--- config.mk ---
export PLATFORM = sky130hd
export DESIGN_NAME = mips_regfile
export DESIGN_NICKNAME = d
export VERILOG_FILES = /design/src/rtl/mips_regfile.sv
export SDC_FILE = /design/constraint.sdc
export NUM_CORES = 2
export LEC_CHECK = 0
export CAP_MARGIN = 40
export CORE_ASPECT_RATIO = 1.75
export CORE_MARGIN = 3
export CORE_UTILIZATION = 45
export DETAILED_ROUTE_END_ITERATION = 10
export GPL_ROUTABILITY_DRIVEN = 1
export MAX_ROUTING_LAYER = met4
export PLACE_DENSITY = 0.67
export SYNTH_ARGS = -nofsm -noshare
export SYNTH_HDL_FRONTEND = slang
export SYNTH_SLANG_ARGS = --single-unit
--- constraint.sdc ---
create_clock -name clk -period 2.8 [get_ports clk]
set_input_delay 0.42 -clock clk [delete_from_list [all_inputs] [get_ports clk]]
set_output_delay 0.42 -clock clk [all_outputs]
set_load 0.02 [all_outputs]
--- src/rtl/mips_regfile.sv ---
// mips_regfile: 2**ADDR_W x DATA_W register file with two registered read
// ports (A and B) and one write port, feeding the ALU operands a and b.
// Register 0 is hard-wired to zero; writes to it are dropped.
// Reads are strobed by rd_en and appear one cycle later with a_vld.
//
// Build option: define MIPS_REGFILE_BYPASS_EN for write-first behaviour
// when a read and a write hit the same nonzero address on the same edge.
// Leave it undefined for read-first (old contents returned).
module mips_regfile #(
    parameter int DATA_W = 32,
    parameter int ADDR_W = 5
) (
    input  logic              clk,
    input  logic              rst,
    input  logic [ADDR_W-1:0] ra_addr,
    input  logic [ADDR_W-1:0] rb_addr,
    input  logic              rd_en,
    input  logic              we,
    input  logic [ADDR_W-1:0] wa_addr,
    input  logic [DATA_W-1:0] wd,
    output logic [DATA_W-1:0] a,
    output logic [DATA_W-1:0] b,
    output logic              a_vld
);

    localparam int NREG = 2 ** ADDR_W;

    logic [DATA_W-1:0] regs [NREG];

    // Write qualifier: address 0 is never a write target.
    logic              wr_hit;
    logic [DATA_W-1:0] rdata_a;
    logic [DATA_W-1:0] rdata_b;

    // Read-stage output registers.
    logic [DATA_W-1:0] a_p1;
    logic [DATA_W-1:0] b_p1;
    logic              vld_p1;

    assign wr_hit = we && (wa_addr != '0);

    // Register array: reset clears every entry, otherwise accept qualified writes.
    always_ff @(posedge clk) begin
        if (rst) begin
            for (int i = 0; i < NREG; i++) begin
                regs[i] <= '0;
            end
        end else if (wr_hit) begin
            regs[wa_addr] <= wd;
        end
    end

    // Read-data selection for both ports, with optional same-edge write forwarding.
    always_comb begin
        rdata_a = '0;
        rdata_b = '0;
        if (ra_addr != '0) begin
            rdata_a = regs[ra_addr];
        end
        if (rb_addr != '0) begin
            rdata_b = regs[rb_addr];
        end
`ifdef MIPS_REGFILE_BYPASS_EN
        // wr_hit already excludes address 0, so r0 is never forwarded.
        if (wr_hit && (wa_addr == ra_addr)) begin
            rdata_a = wd;
        end
        if (wr_hit && (wa_addr == rb_addr)) begin
            rdata_b = wd;
        end
`endif
    end

    // Output stage: capture read data on rd_en, hold otherwise; reset wins.
    always_ff @(posedge clk) begin
        if (rst) begin
            a_p1   <= '0;
            b_p1   <= '0;
            vld_p1 <= 1'b0;
        end else begin
            vld_p1 <= rd_en;
            if (rd_en) begin
                a_p1 <= rdata_a;
                b_p1 <= rdata_b;
            end
        end
    end

    assign a     = a_p1;
    assign b     = b_p1;
    assign a_vld = vld_p1;

endmodule

==> results.tsv <==
stage	metric	value	unit
run_status	status	finished clean	
critical_path	worst-endpoint-required	2380	ps
cts	cts_resized	0	
placed_design	dpl.cell_count	5637	
yosys	netlist_instances	3971	
critical_path	critical_path_buf_inv_count	1	
floorplan	die-area	131200	sq um
yosys	netlist_area	57010	sq um
route	vias	36380	
finish	nets	4131	
finish	most-common-layout-cells	1024 x edfxtp_1, 1011 x and2_1, 371 x mux2i_1	
sta	rsz0062_at_grt	no	
finish	areaGrowthSynthToFinish	14.38	%
power	power_density	579.3	nW/um^2
floorplan	ioPinCount	116	
yosys	synthMuxAreaShare	0.2166	
hold_path	min_to	regs[0][10]$_SDFFCE_PN0P_	
finish	stdcell_count	5820	
sta	fmax	447.5	MHz
critical_path	worst_r2r_path_depth	5	
global_route	grt_first_pass_wirelength	255600	um
floorplan	core-area	125700	sq um
sta	fin_crit_sh	0.7980	
cts	cts_root_buf	clkbuf_16	
critical_path	path_max_fanout	2	
yosys	synthFlopType	edfxtp_1	
route	drc_errors	0	
yosys	ys_types	44	
yosys	yosys.area_share.adder	0	
cts	cts_setup_buffers	0	
sta	finalHoldWorstSlack	108.9	ps
critical_path	end_kind	output pin	
flow_run	timing.max_cap.violations	0	
critical_path	worstPathCellList	clkdlybuf4s50_1	
finish	final_common_cell	edfxtp_1	
hold_path	hp-class	input port to flop	
yosys	synth_simple_gate_area_frac	0.1373	
hold_path	hp-start	rst	
critical_path	cp_top_family	buffers and inverters	
yosys	syn_avg_cell_area	14.36	sq um
global_route	grt_max_degree	61	
cts	cts_tree	built	
critical_path	r2r_end	a[21]$_SDFFE_PP0P_	
global_route	grt-ovfl-total	0	
placed_design	placed_area	62010	sq um
power	leakagePower	0.02306	uW
sta	finalHoldViolCount	0	
finish	drive_gt1_frac	0.2392	
yosys	synth_top_family_by_area	multiplexers	
sta	final-setup-viol-count	0	
critical_path	crit_path_start_kind	flop	
sta	fin_worst_skew	28.12	ps
sta	worst-slew-pin-transition	723.9	ps
power	peakVddDrop	0.0005000	V
cts	clockBufferDepth	3	
cts	insertion_delay	720	ps
placed_design	gp_congestion	0.9153	
route	drtPass1Iterations	5	
critical_path	reg2reg_from	regs[31][21]$_SDFFCE_PN0P_	
placed_design	hpwl	116800	um
critical_path	critical-path-max-stage-delay	660	ps
sta	worst_slack	565.6	ps
yosys	synth_edf_count	1024	
global_route	grt_usage	0.2769	
critical_path	cp.arrival	1810	ps
route	vias_per_cell	6.252	
critical_path	crit_slowest_cell	clkdlybuf4s50_1	
cts	cts-htree-levels	3	
placed_design	pre_cts_slack	69.48	ps
yosys	synth_compound_area_frac	0.05213	
global_route	antenna_found_initial	8	
cts	clkTransAtPathRegs	70	ps
hold_path	whs_path_depth	1	
route	dr.first_iter.drc_count	4022	
yosys	ys_warn_count	0	
global_route	grt_pass1_vias	37080	
yosys	synth_async_sr_flop_share	0	
floorplan	placementRows	172	
route	wl	176900	um
finish	finish.instance_area	65200	sq um
sta	slew_viol_final	0	
yosys	seq_area_frac_synth	0.5622	
critical_path	r2r_slack	650	ps
sta	relSlewSlack	0.5174	
route	drtAntennaViolNets	0	
finish	num-fill-cells	10370	
route	wl_per_cell	30.39	um
yosys	synth_seq_cells	1089	
floorplan	start_util	0.4536	
sta	period_needed	2234	ps
floorplan	die_x	275.1	um
placed_design	io_buffers	115	
cts	cts_hold_buffers	0	
critical_path	path_class	flop to output pin	
cts	clock-sinks	1089	
yosys	synth-xor-area-share	0	
cts	cts_made_buffers	94	
floorplan	die_h	476.8	um
-- how the worst max path moves through the flow --
stage                                  start            endpoint  slack (ps)  cells past startpoint
after floorplan                   rb_addr[0]  b[23]$_SDFFE_PP0P_         680                      6
after global placement            ra_addr[0]  a[19]$_SDFFE_PP0P_         -50                      6
after detailed placement          ra_addr[0]  a[22]$_SDFFE_PP0P_          70                      7
after CTS                 b[13]$_SDFFE_PP0P_               b[13]         520                      1
after global routing      b[13]$_SDFFE_PP0P_               b[13]         500                      1
final                     b[13]$_SDFFE_PP0P_               b[13]         570                      1
-- cells by family after synthesis --
| logic type | Yosys count |
|---|---|
| simple gates | 1288 |
| flops | 1089 |
| mux | 786 |
| buf+inv | 417 |
| compound gates | 390 |
| other cells | 1 |
-- routing by layer --
layer / track usage / routed length, um / vias up
li1: - / - / 15320
met1: 0.3412 / 65560 / 18760
met2: 0.4615 / 89720 / 1915
met3: 0.04642 / 15510 / 390
met4: 0.09747 / 6079 / 0
met5: - / 0 / -
-- flip-flops by register name (all words and copies together), names as in the netlist --
register  flops
a            32
b            32
a_vld         1
regs       1024
-- where the power goes --
| part | leakage [uW] | switching, uW | internal, uW | total [uW] |
|---|---|---|---|---|
| Sequential | 0.0103 | 566 | 18700 | 19300 |
| Combinational | 0.0112 | 2560 | 2100 | 4660 |
| Clock | 0.00155 | 6170 | 7670 | 13800 |
| Total | 0.0231 | 9300 | 28500 | 37800 |
-- synthesized netlist by cell type (36+ instances only) --
cell type | count | share of area
a211oi_1 | 44 | 0.0058
a21oi_1 | 42 | 0.0037
a221oi_1 | 41 | 0.0063
a22oi_1 | 64 | 0.0084
and2_1 | 1012 | 0.11
buf_2 | 60 | 0.0053
clkbuf_1 | 308 | 0.020
dfxtp_1 | 65 | 0.023
edfxtp_1 | 1024 | 0.54
mux2_2 | 63 | 0.012
mux2i_1 | 371 | 0.065
mux4_2 | 352 | 0.14
nand2_1 | 36 | 0.0024
nor2_1 | 100 | 0.0066
o211ai_1 | 62 | 0.0082
or2_2 | 64 | 0.0070
-- per-stage QoR --
step	utilization	setup TNS [ps]	total power, uW
floorplan	-	0	22130
global placement	0.4919	-51.29	24100
detailed placement	0.4934	0	24200
CTS	0.5187	0	37800
global route	0.5188	0	38780
finish	0.5188	0	37770
-- cell type report --
cell class / instances / area [sq um] / area share
Clock inverter: 54 / 619.3 / 0.009499
Tap cell: 1653 / 2068 / 0.03172
Sequential cell: 1089 / 32050 / 0.4916
Clock buffer: 122 / 2551 / 0.03913
Multi-Input combinational cell: 2496 / 23580 / 0.3616
Timing Repair Buffer: 397 / 4313 / 0.06615
Antenna cell: 7 / 17.52 / 0.0002687
Inverter: 2 / 7.507 / 0.0001151
Note: power is estimated with default switching activity, not from simulation.
